[config.mk]
export PLATFORM = sky130hd
export DESIGN_NAME = peripheral_bus_hub_flat
export DESIGN_NICKNAME = d
export VERILOG_FILES = /design/src/rtl/peripheral_bus_hub_pkg.sv /design/src/rtl/peripheral_bus_hub_if.sv /design/src/rtl/peripheral_bus_hub_read_select.sv /design/src/rtl/peripheral_bus_hub.sv /design/src/flat_wrapper.sv
export SDC_FILE = /design/constraint.sdc
export NUM_CORES = 1
export LEC_CHECK = 0
export ABC_CLOCK_PERIOD_IN_PS = 3300
export CORE_ASPECT_RATIO = 1.2
export CORE_MARGIN = 2
export CORE_UTILIZATION = 37
export DETAILED_ROUTE_END_ITERATION = 12
export GPL_TIMING_DRIVEN = 0
export PLACE_DENSITY = 0.77
export RECOVER_POWER = 50
export SYNTH_ARGS = -nofsm -noshare
export SYNTH_HDL_FRONTEND = slang
export SYNTH_HIERARCHICAL = 1
export SYNTH_SLANG_ARGS = --single-unit
[constraint.sdc]
create_clock -name wb_clk_i -period 3.3 [get_ports wb_clk_i]
set_clock_uncertainty 0.2 [all_clocks]
set_input_delay 0.495 -clock wb_clk_i [delete_from_list [all_inputs] [get_ports wb_clk_i]]
set_output_delay 0.495 -clock wb_clk_i [all_outputs]
set_load 0.05 [all_outputs]
[src/rtl/peripheral_bus_hub_pkg.sv]
`default_nettype none
// ============================================================================
// Module   : peripheral_bus_pkg
// Purpose  : Shared types and widths for the Wishbone peripheral bus hub.
//            Holds the hub state encoding, the device-index field width and
//            the timeout counter width.
// Revision : 1.0 - initial release
// ============================================================================
package peripheral_bus_pkg;

  // Hub transaction states
  typedef enum logic [1:0] {
    ST_IDLE    = 2'd0,
    ST_ACCESS  = 2'd1,
    ST_RESPOND = 2'd2
  } state_t;

  // Width of the device index field taken from the Wishbone address
  localparam int IDX_WIDTH = 8;

  // Width of the saturating busy/timeout counter
  localparam int CNT_WIDTH = 16;

endpackage
`default_nettype wire

[src/rtl/peripheral_bus_hub_if.sv]
`default_nettype none
// ============================================================================
// Module   : peripheral_bus_hub_if
// Purpose  : Wishbone request/response bundle between a bus master and the
//            peripheral bus hub.
// Ports    : wb_stb_i/wb_cyc_i/wb_we_i/wb_sel_i/wb_adr_i/wb_data_i - request
//            wb_ack_o/wb_stall_o/wb_error_o/wb_data_o              - response
//            master modport drives requests, slave modport (hub) responds.
// Revision : 1.0 - initial release
// ============================================================================
interface peripheral_bus_hub_if #(
  parameter int ADDR_WIDTH = 24,
  parameter int DATA_WIDTH = 32
);

  logic                      wb_stb_i;
  logic                      wb_cyc_i;
  logic                      wb_we_i;
  logic [DATA_WIDTH/8-1:0]   wb_sel_i;
  logic [ADDR_WIDTH-1:0]     wb_adr_i;
  logic [DATA_WIDTH-1:0]     wb_data_i;
  logic                      wb_ack_o;
  logic                      wb_stall_o;
  logic                      wb_error_o;
  logic [DATA_WIDTH-1:0]     wb_data_o;

  modport master (
    output wb_stb_i, wb_cyc_i, wb_we_i, wb_sel_i, wb_adr_i, wb_data_i,
    input  wb_ack_o, wb_stall_o, wb_error_o, wb_data_o
  );

  modport slave (
    input  wb_stb_i, wb_cyc_i, wb_we_i, wb_sel_i, wb_adr_i, wb_data_i,
    output wb_ack_o, wb_stall_o, wb_error_o, wb_data_o
  );

endinterface
`default_nettype wire

[src/rtl/peripheral_bus_hub_read_select.sv]
`default_nettype none
// ============================================================================
// Module   : peripheral_read_select
// Purpose  : Combinational selector returning the read-data slice of one
//            device from the flattened peripheral read bus.
// Ports    : idx      - device index
//            data_in  - flattened read data, device i at [i*DATA_WIDTH +: DATA_WIDTH]
//            data_out - selected slice (0 when idx is out of range)
// Revision : 1.0 - initial release
// ============================================================================
module peripheral_read_select
  import peripheral_bus_pkg::*;
#(
  parameter int DEVICE_COUNT = 4,
  parameter int DATA_WIDTH   = 32
) (
  input  logic [IDX_WIDTH-1:0]               idx,
  input  logic [DEVICE_COUNT*DATA_WIDTH-1:0] data_in,
  output logic [DATA_WIDTH-1:0]              data_out
);

  always_comb begin
    data_out = '0;
    for (int i = 0; i < DEVICE_COUNT; i++) begin
      if (idx == IDX_WIDTH'(i)) begin
        data_out = data_in[i*DATA_WIDTH +: DATA_WIDTH];
      end
    end
  end

endmodule
`default_nettype wire

[src/rtl/peripheral_bus_hub.sv]
`default_nettype none
// ============================================================================
// Module   : peripheral_bus_hub
// Purpose  : Wishbone-to-peripheral-bus hub. Decodes a device index from the
//            address, drives one-hot per-device strobes, waits on the selected
//            device's busy with a timeout, registers its read data and
//            terminates unmapped or timed-out accesses with a Wishbone error.
// Ports    : wb_clk_i, wb_rst_i - clock, synchronous active-high reset
//            wb                 - Wishbone slave bundle
//            pb_we / pb_oe      - one-hot write / read strobes
//            pb_address, pb_byteSelect, pb_dataWrite - latched request fields
//            pb_busy, pb_dataRead - per-device busy and flattened read data
//            timeout_pulse      - one-cycle pulse on access timeout
// Revision : 1.0 - initial release
// ============================================================================
module peripheral_bus_hub
  import peripheral_bus_pkg::*;
#(
  parameter int DEVICE_COUNT   = 4,
  parameter int ADDR_WIDTH     = 24,
  parameter int DATA_WIDTH     = 32,
  parameter int DEVICE_SHIFT   = 12,
  parameter int TIMEOUT_CYCLES = 255
) (
  input  logic                               wb_clk_i,
  input  logic                               wb_rst_i,
  peripheral_bus_hub_if.slave                wb,
  output logic [DEVICE_COUNT-1:0]            pb_we,
  output logic [DEVICE_COUNT-1:0]            pb_oe,
  output logic [ADDR_WIDTH-1:0]              pb_address,
  output logic [DATA_WIDTH/8-1:0]            pb_byteSelect,
  output logic [DATA_WIDTH-1:0]              pb_dataWrite,
  input  logic [DEVICE_COUNT-1:0]            pb_busy,
  input  logic [DEVICE_COUNT*DATA_WIDTH-1:0] pb_dataRead,
  output logic                               timeout_pulse
);

  localparam logic [IDX_WIDTH:0]   c_dev_count    = (IDX_WIDTH+1)'(DEVICE_COUNT);
  // Timeout fires on the busy cycle that would bring the count to TIMEOUT_CYCLES
  localparam logic [CNT_WIDTH-1:0] c_timeout_last = CNT_WIDTH'(TIMEOUT_CYCLES - 1);

  state_t                   r_state;
  state_t                   w_next;
  logic                     r_we;
  logic                     r_err;
  logic [IDX_WIDTH-1:0]     r_idx;
  logic [CNT_WIDTH-1:0]     r_count;
  logic [DATA_WIDTH-1:0]    r_rdata;
  logic                     r_timeout;

  logic [IDX_WIDTH-1:0]     w_idx;
  logic                     w_mapped;
  logic                     w_req;
  logic                     w_busy;
  logic                     w_timeout;
  logic [DEVICE_COUNT-1:0]  w_onehot;
  logic [DATA_WIDTH-1:0]    w_slice;

  assign w_idx     = wb.wb_adr_i[DEVICE_SHIFT +: IDX_WIDTH];
  assign w_mapped  = {1'b0, w_idx} < c_dev_count;
  assign w_req     = wb.wb_cyc_i & wb.wb_stb_i;
  // Masking with the one-hot select ignores busy from other devices
  assign w_busy    = |(pb_busy & w_onehot);
  assign w_timeout = w_busy && (r_count == c_timeout_last);
  assign timeout_pulse = r_timeout;

  always_comb begin
    w_onehot = '0;
    for (int i = 0; i < DEVICE_COUNT; i++) begin
      w_onehot[i] = (r_idx == IDX_WIDTH'(i));
    end
  end

  peripheral_read_select #(
    .DEVICE_COUNT (DEVICE_COUNT),
    .DATA_WIDTH   (DATA_WIDTH)
  ) u_read_select (
    .idx      (r_idx),
    .data_in  (pb_dataRead),
    .data_out (w_slice)
  );

  // State register
  always_ff @(posedge wb_clk_i) begin
    if (wb_rst_i) r_state <= ST_IDLE;
    else          r_state <= w_next;
  end

  // Next-state and response outputs
  always_comb begin
    w_next           = r_state;
    wb.wb_stall_o    = 1'b0;
    wb.wb_ack_o      = 1'b0;
    wb.wb_error_o    = 1'b0;
    wb.wb_data_o     = '0;
    pb_we            = '0;
    pb_oe            = '0;
    case (r_state)
      ST_IDLE: begin
        if (w_req) w_next = w_mapped ? ST_ACCESS : ST_RESPOND;
      end
      ST_ACCESS: begin
        wb.wb_stall_o = 1'b1;
        if (r_we) pb_we = w_onehot;
        else      pb_oe = w_onehot;
        // Master abandoning the cycle wins over completion and timeout
        if (!wb.wb_cyc_i)    w_next = ST_IDLE;
        else if (!w_busy)    w_next = ST_RESPOND;
        else if (w_timeout)  w_next = ST_RESPOND;
      end
      ST_RESPOND: begin
        wb.wb_stall_o = 1'b1;
        wb.wb_ack_o   = ~r_err;
        wb.wb_error_o = r_err;
        if (!r_err && !r_we) wb.wb_data_o = r_rdata;
        w_next = ST_IDLE;
      end
      default: w_next = ST_IDLE;
    endcase
  end

  // Request latches, capture register and timeout counter
  always_ff @(posedge wb_clk_i) begin
    if (wb_rst_i) begin
      r_we          <= 1'b0;
      r_err         <= 1'b0;
      r_idx         <= '0;
      r_count       <= '0;
      r_rdata       <= '0;
      r_timeout     <= 1'b0;
      pb_address    <= '0;
      pb_byteSelect <= '0;
      pb_dataWrite  <= '0;
    end else begin
      r_timeout <= 1'b0;
      case (r_state)
        ST_IDLE: begin
          if (w_req) begin
            r_we          <= wb.wb_we_i;
            r_err         <= ~w_mapped;
            r_idx         <= w_idx;
            r_count       <= '0;
            pb_address    <= wb.wb_adr_i;
            pb_byteSelect <= wb.wb_sel_i;
            pb_dataWrite  <= wb.wb_data_i;
          end
        end
        ST_ACCESS: begin
          if (wb.wb_cyc_i) begin
            if (!w_busy) begin
              r_rdata <= w_slice;
            end else begin
              if (r_count != '1) r_count <= r_count + 1'b1;
              if (w_timeout) begin
                r_err     <= 1'b1;
                r_timeout <= 1'b1;
              end
            end
          end
        end
        default: ;
      endcase
    end
  end

endmodule
`default_nettype wire
[src/flat_wrapper.sv]
// flat-port wrapper written by rule: the top's interface ports become plain ports
module peripheral_bus_hub_flat import peripheral_bus_pkg::*;
#(
  parameter int DEVICE_COUNT   = 4,
  parameter int ADDR_WIDTH     = 24,
  parameter int DATA_WIDTH     = 32,
  parameter int DEVICE_SHIFT   = 12,
  parameter int TIMEOUT_CYCLES = 255
)
  (wb_clk_i, wb_rst_i, pb_we, pb_oe, pb_address, pb_byteSelect, pb_dataWrite, pb_busy, pb_dataRead, timeout_pulse, wb_wb_stb_i, wb_wb_cyc_i, wb_wb_we_i, wb_wb_sel_i, wb_wb_adr_i, wb_wb_data_i, wb_wb_ack_o, wb_wb_stall_o, wb_wb_error_o, wb_wb_data_o);
  peripheral_bus_hub_if #(.ADDR_WIDTH(ADDR_WIDTH), .DATA_WIDTH(DATA_WIDTH)) wb_i ();
  input  logic wb_clk_i;
  input  logic wb_rst_i;
  output logic [DEVICE_COUNT-1:0] pb_we;
  output logic [DEVICE_COUNT-1:0] pb_oe;
  output logic [ADDR_WIDTH-1:0] pb_address;
  output logic [DATA_WIDTH/8-1:0] pb_byteSelect;
  output logic [DATA_WIDTH-1:0] pb_dataWrite;
  input  logic [DEVICE_COUNT-1:0] pb_busy;
  input  logic [DEVICE_COUNT*DATA_WIDTH-1:0] pb_dataRead;
  output logic timeout_pulse;
  input wire logic [$bits(wb_i.wb_stb_i)-1:0] wb_wb_stb_i;
  input wire logic [$bits(wb_i.wb_cyc_i)-1:0] wb_wb_cyc_i;
  input wire logic [$bits(wb_i.wb_we_i)-1:0] wb_wb_we_i;
  input wire logic [$bits(wb_i.wb_sel_i)-1:0] wb_wb_sel_i;
  input wire logic [$bits(wb_i.wb_adr_i)-1:0] wb_wb_adr_i;
  input wire logic [$bits(wb_i.wb_data_i)-1:0] wb_wb_data_i;
  output wire logic [$bits(wb_i.wb_ack_o)-1:0] wb_wb_ack_o;
  output wire logic [$bits(wb_i.wb_stall_o)-1:0] wb_wb_stall_o;
  output wire logic [$bits(wb_i.wb_error_o)-1:0] wb_wb_error_o;
  output wire logic [$bits(wb_i.wb_data_o)-1:0] wb_wb_data_o;
  assign wb_i.wb_stb_i = wb_wb_stb_i;
  assign wb_i.wb_cyc_i = wb_wb_cyc_i;
  assign wb_i.wb_we_i = wb_wb_we_i;
  assign wb_i.wb_sel_i = wb_wb_sel_i;
  assign wb_i.wb_adr_i = wb_wb_adr_i;
  assign wb_i.wb_data_i = wb_wb_data_i;
  assign wb_wb_ack_o = wb_i.wb_ack_o;
  assign wb_wb_stall_o = wb_i.wb_stall_o;
  assign wb_wb_error_o = wb_i.wb_error_o;
  assign wb_wb_data_o = wb_i.wb_data_o;
  peripheral_bus_hub #(.DEVICE_COUNT(DEVICE_COUNT), .ADDR_WIDTH(ADDR_WIDTH), .DATA_WIDTH(DATA_WIDTH), .DEVICE_SHIFT(DEVICE_SHIFT), .TIMEOUT_CYCLES(TIMEOUT_CYCLES)) u_core (.wb_clk_i(wb_clk_i), .wb_rst_i(wb_rst_i), .wb(wb_i), .pb_we(pb_we), .pb_oe(pb_oe), .pb_address(pb_address), .pb_byteSelect(pb_byteSelect), .pb_dataWrite(pb_dataWrite), .pb_busy(pb_busy), .pb_dataRead(pb_dataRead), .timeout_pulse(timeout_pulse));
endmodule
== Word-level counts from Yosys, hierarchy flattened ==
Index checks and enable logic that the tools add are counted.

* Flip-flop bits (word level): 121
* Latch bits: 0
* RAM bits: 0
* Memory bits (read-only): 0
* Output and inout bits: 104
* Memories: 0

* Add/sub/neg operators: 1
* Multipliers: 0
* Div/mod/pow operators: 0
* Order comparisons: 1
* Equal/unequal tests: 13
* Shift-type cells: 0
* Multiplexer cells: 30
* Bitwise operators: 7
* Reductions and logical operators: 15

{| class="wikitable"
|+ Operator list
! cell !! count
|-
| 32-bit 2-to-1 mux || 6
|-
| 16-bit 2-to-1 mux || 4
|-
| 16-bit one-hot mux with 2 select lines || 1
|-
| 16-bit by 1-bit adder with 16-bit output (second input constant) || 1
|-
| 16-bit by 8-bit == test with 1-bit output (second input constant) || 1
|-
| 8-bit by 2-bit == test with 1-bit output (second input constant) || 2
|-
| 4-bit 2-to-1 mux || 4
|-
| 16-bit inequality test (second input constant) || 1
|-
| 2-bit 2-to-1 mux || 5
|-
| 5-bit AND reduction || 2
|-
| 8-bit by 1-bit == test with 1-bit output (second input constant) || 1
|-
| 8-bit logical NOT || 1
|-
| 8-bit by 3-bit < comparator with 1-bit output (second input constant) || 1
|-
| 1-bit 2-to-1 mux || 8
|-
| 2-bit by 1-bit inequality test with 1-bit output (second input constant) || 4
|-
| 4-bit OR reduction || 2
|-
| 1-bit inverter || 5
|-
| 4-bit bitwise AND || 1
|-
| 4-bit inequality test (second input constant) || 1
|-
| 2-bit one-hot mux with 2 select lines || 1
|-
| 2-bit AND reduction || 2
|-
| 3-bit AND reduction || 1
|-
| 2-bit by 1-bit == test with 1-bit output (second input constant) || 1
|-
| 2-bit == test (second input constant) || 1
|-
| other kinds (8) || 10
|}

== Logic depth before layout (Yosys ltp) ==
Gate-level depths: netlist (run 1).

* Depth after elaboration: 8
* Gate-level depth with buffers: 8

== Modules after synthesis ==
Netlist (run 1), hierarchy kept.

{| class="wikitable"
|+ Modules (own cells, without submodules)
! module !! times used !! cells an instance !! area each (µm²) !! seq. area each (µm²)
|-
| peripheral_bus_hub || 1 || 622 || 4805.9 || 2262.2
|-
| peripheral_read_select || 1 || 79 || 1017.2 || 0.0
|}

== Worst setup path before layout (run 1) ==
OpenSTA, ideal clock, no wires.

* Path type: reg-to-output
* Start: reg, netlist name u_core/pb_address[14]
* End: out pb_oe[2]
* Arrival time: 2.287 ns
* Data required time: 2.605 ns
* Setup slack: 0.318 ns
* Stages on the path, launching flop included: 4
* Buffers on the path: 0
* Path through: dfxtp_1 -> nor4_1 -> nand3b_1 -> nor3_1

{| class="wikitable"
|+ RTL lines
! element !! RTL line !! source
|-
| end, declared || flat_wrapper.sv:15 || <nowiki>output logic [DEVICE_COUNT-1:0] pb_oe;</nowiki>
|}

==> impl_metrics.json, run 1 <==
{
  "outcome": "finished, final reports clean",
  "cts_setup_buffers": 0,
  "num_vias": 6290,
  "synthCells": 701,
  "layout.nets": 1221,
  "syn_avg_cell_area_um2": 8.307,
  "sw_frac_of_total": 0.2624,
  "synth-edff-count": 0,
  "end_kind": "primary output",
  "postRouteAntennaNets": 0,
  "die_area_mm2": 0.01676,
  "via_per_inst": 5.073,
  "clk_pin_slew_ns": 0.05,
  "die_y_um": 141.4,
  "grt_pass1_vias": 6090,
  "fin_area_mm2": 0.009564,
  "critPathMaxStageDelay_ns": 0.82,
  "worst_setup_path_start_kind": "flip-flop",
  "power.density_mw_per_mm2": 429.4,
  "tightest_slew_ns": 0.9887,
  "routedWlPerCell_um": 17.08,
  "track_usage": 0.2468,
  "nFillCells": 1418,
  "synth_flop_cell": "dfxtp_1",
  "syn_to_final_growth_pct": 64.25,
  "drtIter0Drc": 372,
  "finalSetupViolCount": 0,
  "worst_path_max_delay_cell": "clkdlybuf4s50_1",
  "p_leak_uw": 0.003678,
  "rsz0062_at_grt": "no",
  "p_total_uw": 4107,
  "postPlaceCellArea_mm2": 0.009076,
  "layout_commonest_cell": "clkdlybuf4s50_1",
  "rows": 50,
  "grt_pass1_wl_mm": 32.46,
  "seq_area_mm2": 0.002262,
  "floorplan.initialDensity": 0.3753,
  "setup_ws_ns": 0.1551,
  "path_class": "reg2out",
  "irDropWorstVdd_v": 0.0003504,
  "cts_tree": "yes",
  "layout_common_cells": "clkdlybuf4s50_1, nand2_1, dfxtp_1",
  "rr_startpoint": "u_core/pb_address[13]$_SDFFE_PP0P_",
  "pin_count": 301,
  "final_util": 0.6165,
  "routed_wl_mm": 21.18,
  "ys_ff_latch": 113,
  "numCtsBuffers": 17,
  "intPower_uw": 3029,
  "core_area_mm2": 0.01551,
  "ys_types": 54,
  "fmax_ghz": 0.3180,
  "power_switching_uw": 1078,
  "r2r_cells": 7,
  "worstPathRequired_ns": 2.60,
  "antenna_found_initial": 1,
  "syn_nets": 903,
  "drtPass1Iterations": 6,
  "cp_top_family": "simple AND/OR/NAND/NOR gates",
  "crit_fanout": 4,
  "combPwrFrac": 0.206,
  "synth_warnings": 6,
  "cts.htree.levels": 4,
  "overflow": 0,
  "slew_viol_final": 0,
  "grt_start_max_net_pins": 17,
  "multi_input_area_mm2": 0.003293,
  "endpoint": "pb_we[3]",
  "cts-root-buf": "clkbuf_16",
  "yosysSeqAreaShare": 0.3885,
  "gp_congestion": 0.8945,
  "clock_latency_ns": 0.41,
  "io_buffers": 299,
  "post-route-period-util": 0.9530,
  "critical_path_depth": 4,
  "clock-sinks": 113,
  "async_flop_share": 0,
  "final_layout_size_suffix_gt1_frac": 0.1125,
  "crit_buf_inv": 1,
  "synth.cell_area_mm2": 0.005823,
  "finalHoldViolCount": 0,
  "arrival_ns": 2.45,
  "die_w_um": 118.5,
  "hp-class": "reg2reg",
  "hpwl_mm": 16.51,
  "period_needed_ns": 3.145,
  "slew_headroom": 0.3348,
  "maxCapViolCount": 0,
  "timing.rr.end": "u_core/r_rdata[8]$_SDFFE_PP0P_",
  "r2r_setup_slack_ns": 0.58,
  "startpoint": "u_core/pb_address[14]$_SDFFE_PP0P_",
  "p_clk_frac": 0.444,
  "path_cells": "nor4_4 > nand3_1 > nor2_1 > clkdlybuf4s50_1",
  "drc_errors": 0,
  "place_ws_ns": -0.1854,
  "seq_power_share": 0.350,
  "clockBufferDepth": 2
}
==> power by group through the flow <==
stage	registers (uW)	clock network (uW)	logic [uW]
final	1440	1820	844
after global routing	1440	1920	905
after CTS	1440	1860	855
after detailed placement	1470	0	848
after global placement	1470	0	842
after floorplan	1590	0	313
==> stage by stage <==
stage / hold WS [ns] / TNS (ns) / cells
3_5_place_dp: 0.2420 / -0.9552 / 1208
3_3_place_gp: 0.2378 / -0.2383 / 1208
4_1_cts: 0.2350 / 0 / 1239
2_1_floorplan: 0.2317 / 0 / 701
6_report: 0.2462 / 0 / 1240
5_1_grt: 0.2586 / 0 / 1240
==> state kept, by name, indices dropped and copies added (netlist names) <==
signal                count
u_core/pb_dataWrite      32
u_core/r_rdata           32
u_core/pb_address        24
u_core/r_count           16
u_core/pb_byteSelect      4
u_core/r_state            2
u_core/r_err              1
u_core/r_we               1
u_core/timeout_pulse      1
==> synth_stat cells, types with 2 or more instances <==
cell type	instances	area, um^2
clkbuf_1	39	146.4
mux4_1	2	52.55
ha_1	5	62.56
o31ai_1	8	60.06
nand4_1	5	31.28
buf_6	5	56.30
nand3b_1	3	22.52
and3_1	36	225.2
buf_1	4	15.01
buf_2	3	15.01
nand3_1	10	50.05
dfxtp_1	113	2262
a41oi_1	2	17.52
a21oi_1	103	515.5
or4_1	2	15.01
nand2_1	204	765.7
nand2b_1	3	18.77
nor3_1	11	55.05
and2_1	33	206.5
mux4_2	31	698.2
o41ai_1	2	17.52
a311oi_1	2	17.52
a31oi_1	4	25.02
nor2_1	21	78.83
inv_1	6	22.52
clkbuf_8	2	27.53
o21ai_0	11	55.05
nor2b_1	2	12.51
nor4_1	4	25.02
==> tightest hold or removal path: stages (launching register included) <==
cell and delay [ns]:
dfxtp_1 0.30, nand2_1 0.05, a21oi_1 0.05
==> cell families (layout without fill, tap and decap cells) <==
group / after synthesis / after routing / synth area share
AO/OA/AOI/OAI: 139 / 139 / 0.1345
other: 0 / 1 / 0
AND/OR/NAND/NOR: 349 / 349 / 0.2838
multiplexers: 35 / 35 / 0.1326
flip-flops: 113 / 113 / 0.3885
buffers and inverters: 60 / 390 / 0.04985
adder cells (fa/ha/maj): 5 / 5 / 0.01074
==> area by class of cell <==
class                      instances  share of cell area
antenna                            1           0.0002616
clock inverter                    10             0.01413
clock buffer                      21             0.04710
buffer                            54             0.02826
tap                              208             0.02721
timing repair buffer             299              0.2998
sequential                       113              0.2365
multi-input combinational        528              0.3443
inverter                           6            0.002355
==> layer usage <==
layer / vias up / wire (um) / GRT usage
met2: 248 / 10720 / 0.4253
met5: - / 0 / 0
met3: 46 / 1345 / 0.06109
met4: 0 / 720 / 0.1147
met1: 2899 / 8387 / 0.2885
li1: 3097 / - / -
==> timing repair <==
item                                    4_1_cts  5_1_grt
pin swaps                                     0        0
resized for setup                            58       52
hold endpoints to repair                      0        0
endpoints found under the setup margin       40       35
hold buffers                                  0        0
cloned                                        0        0
==> worst min path at each step <==
stage | depth (start not counted) | endpoint | slack [ns] | from
after floorplan | 2 | u_core/r_rdata[0]$_SDFFE_PP0P_ | 0.23 | u_core/r_rdata[0]$_SDFFE_PP0P_
after global placement | 2 | u_core/r_rdata[31]$_SDFFE_PP0P_ | 0.24 | u_core/r_rdata[31]$_SDFFE_PP0P_
after detailed placement | 2 | u_core/r_rdata[3]$_SDFFE_PP0P_ | 0.24 | u_core/r_rdata[3]$_SDFFE_PP0P_
after CTS | 3 | u_core/r_state[0]$_SDFFE_PP0P_ | 0.24 | wb_rst_i
after global routing | 3 | u_core/r_state[0]$_SDFFE_PP0P_ | 0.26 | wb_rst_i
final | 2 | u_core/pb_dataWrite[7]$_SDFFE_PP0P_ | 0.25 | u_core/pb_dataWrite[7]$_SDFFE_PP0P_
Note: power is estimated with default switching activity, not from simulation.
==> run 2: changes to the inputs <==
ABC_CLOCK_PERIOD_IN_PS = 2800   (was 3300)
CORE_UTILIZATION = 36   (was 37)
PLACE_DENSITY = 0.78   (was 0.77)
clock period = 2.8 ns   (was 3.3 ns; I/O delays follow)
==> run 2 against run 1 <==
Compared with the run above:
- hold slack got worse by 0.083 ns
- global-route usage about the same
- power increased by 17%
- critical endpoint is now pb_address[13]
==> impl_metrics.json, run 2 (synthesis gave the netlist of run 1 again) <==
{
  "p_clk_frac": 0.437,
  "gp_congestion": 0.8742,
  "intPower_uw": 3527,
  "num_vias": 6398,
  "crit_fanout": 13,
  "die_area_mm2": 0.01721,
  "postRouteAntennaNets": 0,
  "holdBufCountCts": 0,
  "worstPathRequired_ns": 2.18,
  "overflow": 0,
  "hp-class": "in2reg",
  "track_usage": 0.2464,
  "p_leak_uw": 0.003657,
  "tightest_slew_ns": 0.9315,
  "path_class": "reg2out",
  "routedWlPerCell_um": 17.57,
  "dpl.cell_count": 1208,
  "layout_common_cells": "clkdlybuf4s50_1, nand2_1, dfxtp_1",
  "irDropWorstVdd_v": 0.0003109,
  "numCtsBuffers": 17,
  "seq_area_mm2": 0.002262,
  "cp_top_family": "buffers and inverters",
  "antenna_found_initial": 0,
  "postPlaceCellArea_mm2": 0.009079,
  "floorplan.initialDensity": 0.3708,
  "worst_path_max_delay_cell": "clkdlybuf4s50_1",
  "routed_wl_mm": 21.79,
  "maxCapViolCount": 0,
  "path_cells": "clkdlybuf4s50_1",
  "antenna_cells": 0,
  "drtPass1Iterations": 5,
  "clockBufferDepth": 2,
  "finalHoldViolCount": 0,
  "via_per_inst": 5.160,
  "clock-sinks": 113,
  "cts-root-buf": "clkbuf_16",
  "layout_commonest_cell": "clkdlybuf4s50_1",
  "clock_latency_ns": 0.40,
  "drc_errors": 0,
  "power_switching_uw": 1282,
  "nFillCells": 1376,
  "slew_headroom": 0.3733,
  "layout.nets": 1222,
  "io_buffers": 299,
  "arrival_ns": 2.08,
  "worst_setup_path_start_kind": "flip-flop",
  "outcome": "finished, final reports clean",
  "crit_buf_inv": 1,
  "clk_pin_slew_ns": 0.05,
  "grt_start_max_net_pins": 17,
  "final_cells": 1240,
  "seq_power_share": 0.352,
  "combPwrFrac": 0.210,
  "end_kind": "primary output",
  "core_area_mm2": 0.01570,
  "drtIter0Drc": 665,
  "rsz0062_at_grt": "yes",
  "p_total_uw": 4809,
  "final_layout_size_suffix_gt1_frac": 0.1279,
  "power.density_mw_per_mm2": 502.0,
  "grt_pass1_vias": 6148,
  "fmax_ghz": 0.3708,
  "cts.htree.levels": 4,
  "final_util": 0.6101,
  "critPathMaxStageDelay_ns": 0.93,
  "finalSetupViolCount": 0,
  "sw_frac_of_total": 0.2665,
  "grt_pass1_wl_mm": 33.06,
  "r2r_setup_slack_ns": 0.13,
  "slew_viol_final": 0,
  "fin_area_mm2": 0.009580,
  "die_w_um": 120.1,
  "syn_to_final_growth_pct": 64.53,
  "period_needed_ns": 2.697,
  "die_y_um": 143.3,
  "multi_input_area_mm2": 0.003298,
  "largestRegisters": "u_core/pb_dataWrite (32), u_core/r_rdata (32), u_core/pb_address (24)",
  "rows": 50,
  "hpwl_mm": 16.90,
  "pin_count": 301,
  "post-route-period-util": 0.9630,
  "cts_tree": "yes"
}
-- run 2: routing by layer --
metal / track usage / wire, um
met1: 0.2827 / 8535
met5: 0 / 0
met2: 0.4429 / 11240
met4: 0.09288 / 587
met3: 0.05873 / 1417
-- run 2: worst min-delay path, stage by stage --
cell and delay, ns:
clkbuf_8 0.13, or4_1 0.11, o31ai_1 0.06
-- run 2: cell type report --
cell class                 instances  share of cell area
multi-input combinational        528              0.3443
timing repair buffer             300              0.3005
sequential                       113              0.2361
clock buffer                      21             0.04911
buffer                            54             0.02899
tap                              208             0.02716
clock inverter                    10             0.01149
inverter                           6            0.002351
-- run 2: worst paths after layout --
path	start	to	cells after the start
worst max-delay path	u_core/pb_address[13]$_SDFFE_PP0P_	pb_address[13]	1
worst min-delay path	wb_rst_i	u_core/r_state[0]$_SDFFE_PP0P_	3
worst max register to register	u_core/pb_address[13]$_SDFFE_PP0P_	u_core/r_rdata[7]$_SDFFE_PP0P_	7
worst min register to register	u_core/pb_address[2]$_SDFFE_PP0P_	u_core/pb_address[2]$_SDFFE_PP0P_	2
-- run 2: what timing repair did --
action                     CTS  global route
buffers inserted             0             1
gates resized for setup    193            33
setup endpoints to repair   42            34
pin swaps                    0             1
-- run 2: per-stage QoR --
stage          worst slack (ns)    TNS, ns  hold slack, ns
2_1_floorplan           -0.1072    -0.3939          0.2317
3_3_place_gp            -0.3802     -13.02          0.2375
3_5_place_dp            -0.3843     -13.29          0.2424
4_1_cts                 0.01585          0          0.1391
5_1_grt               -0.004637  -0.004637          0.1669
6_report                 0.1035          0          0.1631
-- run 2: power by group through the flow --
stage	clock (uW)	sequential [uW]	combinational, uW
floorplan	0	1880	370
global placement	0	1730	997
detailed placement	0	1730	1010
CTS	2140	1700	1020
global route	2220	1700	1080
finish	2100	1690	1010
==> run 3: changes to the inputs <==
CORE_UTILIZATION = 37   (was 36)
CTS_BUF_LIST = sky130_fd_sc_hd__clkbuf_4   (was unset)
PLACE_DENSITY = 0.8   (was 0.78)
==> run 3 against run 2 <==
Compared with the run above:
- sequential power barely moved
- wire length shrank 1.9%
- core utilization down 0.060 points
- power shrank 13%
- sequential cell count is the same
- non-clock buffer count up 1
- hold slack worse by 0.11 ns
- critical path depth grew 5
- count of clock-buffer cells in the layout down 4
- maximum frequency decreased by 0.40%
- critical path type unchanged
==> impl_metrics.json, run 3 (synthesis gave the netlist of run 1 again) <==
{
  "outcome": "finished, final reports clean",
  "arrival_ns": 2.09,
  "fmax_ghz": 0.3694,
  "postRouteAntennaNets": 0,
  "antenna_found_initial": 1,
  "num_vias": 6315,
  "irDropWorstVdd_v": 0.0002114,
  "numCtsBuffers": 17,
  "largestRegisters": "u_core/pb_dataWrite (32), u_core/r_rdata (32), u_core/pb_address (24)",
  "worst_setup_path_start_kind": "flip-flop",
  "pin_count": 301,
  "slew_viol_final": 0,
  "slew_headroom": 0.3683,
  "setup_ws_ns": 0.09270,
  "grt_pass1_vias": 6037,
  "drtIter0Drc": 501,
  "crit_buf_inv": 3,
  "core_area_mm2": 0.01551,
  "cts_tree": "yes",
  "hp-class": "in2reg",
  "layout_commonest_cell": "clkdlybuf4s50_1",
  "rows": 50,
  "dpl.cell_count": 1208,
  "worstPathRequired_ns": 2.18,
  "fin_area_mm2": 0.009457,
  "rsz0062_at_grt": "yes",
  "drtPass1Iterations": 5,
  "power.density_mw_per_mm2": 440.7,
  "grt_start_max_net_pins": 17,
  "final_layout_size_suffix_gt1_frac": 0.1317,
  "critPathMaxStageDelay_ns": 0.46,
  "holdBufCountCts": 0,
  "clock_latency_ns": 0.51,
  "clk_pin_slew_ns": 0.11,
  "cts-root-buf": "clkbuf_4",
  "path_cells": "inv_1 > ha_4 > clkbuf_8 > or3b_2 > nor2_1 > buf_6",
  "post-route-period-util": 0.9669,
  "via_per_inst": 5.085,
  "place_ws_ns": -0.3446,
  "worst_path_max_delay_cell": "or3b_2",
  "die_area_mm2": 0.01676,
  "final_cells": 1242,
  "path_class": "reg2out",
  "nFillCells": 1461,
  "hpwl_mm": 16.74,
  "p_leak_uw": 0.003593,
  "end_kind": "primary output",
  "syn_to_final_growth_pct": 62.40,
  "die_y_um": 141.4,
  "layout_common_cells": "clkdlybuf4s50_1, nand2_1, dfxtp_1",
  "track_usage": 0.2433,
  "tightest_slew_ns": 0.9389,
  "final_util": 0.6095,
  "clock-sinks": 113,
  "whs_ns": 0.05475,
  "io_buffers": 299,
  "die_w_um": 118.5,
  "finalHoldViolCount": 0,
  "routedWlPerCell_um": 17.20,
  "overflow": 0,
  "cts.htree.levels": 4,
  "layout.nets": 1223,
  "drc_errors": 0,
  "postPlaceCellArea_mm2": 0.009079,
  "gp_congestion": 0.9118,
  "period_needed_ns": 2.707,
  "finalSetupViolCount": 0,
  "floorplan.initialDensity": 0.3753,
  "maxCapViolCount": 0,
  "cp_top_family": "simple AND/OR/NAND/NOR gates",
  "routed_wl_mm": 21.37,
  "clockBufferDepth": 2,
  "crit_fanout": 10,
  "grt_pass1_wl_mm": 32.23
}
## run 3: cell types whose count changed in the layout (fill, tap and decap cells not counted), moves of 4 or more
cell / before / now
buf_2: 14 / 10
buf_4: 4 / 22
buf_6: 5 / 22
clkbuf_16: 17 / 0
clkbuf_2: 5 / 0
clkbuf_4: 22 / 17
clkdlybuf4s50_1: 207 / 225
dlygate4sd3_1: 52 / 30
## run 3: where the power goes
| group | switching (uW) | internal, uW |
|---|---|---|
| Clock | 655 | 794 |
| Combinational | 508 | 517 |
| Sequential | 37.0 | 1660 |
| Total | 1200 | 2970 |
## run 3: metrics by stage
| stage | power, uW | setup TNS [ns] |
|---|---|---|
| after floorplan | 2246 | -0.3939 |
| after detailed placement | 2732 | -11.93 |
| final | 4167 | 0 |
| after global placement | 2720 | -11.33 |
| after global routing | 4347 | -0.1159 |
| after CTS | 4194 | 0 |
## run 3: layout make-up
class | count | area [um^2] | share of cell area
Buffer | 54 | 300.3 | 0.03175
Multi-Input combinational cell | 528 | 3321 | 0.3512
Antenna cell | 1 | 2.502 | 0.0002646
Timing Repair Buffer | 301 | 2949 | 0.3119
Clock inverter | 14 | 211.5 | 0.02236
Tap cell | 208 | 260.3 | 0.02752
Sequential cell | 113 | 2262 | 0.2392
Inverter | 6 | 22.52 | 0.002382
Clock buffer | 17 | 127.6 | 0.01350
## run 3: final timing paths
| path | startpoint | end | slack [ns] | depth (start not counted) |
|---|---|---|---|---|
| setup reg to reg | u_core/pb_address[13]$_SDFFE_PP0P_ | u_core/r_rdata[25]$_SDFFE_PP0P_ | 0.14 | 7 |
| hold reg to reg | u_core/r_rdata[10]$_SDFFE_PP0P_ | u_core/r_rdata[10]$_SDFFE_PP0P_ | 0.25 | 2 |
| hold / removal | wb_rst_i | u_core/r_state[0]$_SDFFE_PP0P_ | 0.05 | 3 |
| setup / recovery | u_core/r_state[1]$_SDFFE_PP0P_ | pb_oe[0] | 0.09 | 6 |
## run 3: what timing repair did
item	4_1_cts	5_1_grt
resized for setup	238	51
pin swaps	0	2
buffers inserted	0	2
endpoints found under the setup margin	41	39
## run 3: worst reg2reg max path: cells and delay by family, from the launching register on
kind                   cells  cell delay (ns)
AOI/OAI and AO/OA          1             0.12
muxes                      1             0.41
DFF                        1             0.73
buffers and inverters      2             0.46
and+or+nand+nor            3             0.68
## run 3: routing by layer
layer	vias up	track usage	wire length, um
met3	46	0.06712	1485
li1	3092	-	-
met5	-	0	0
met1	2929	0.2843	8346
met4	0	0.09273	661
met2	248	0.4241	10870
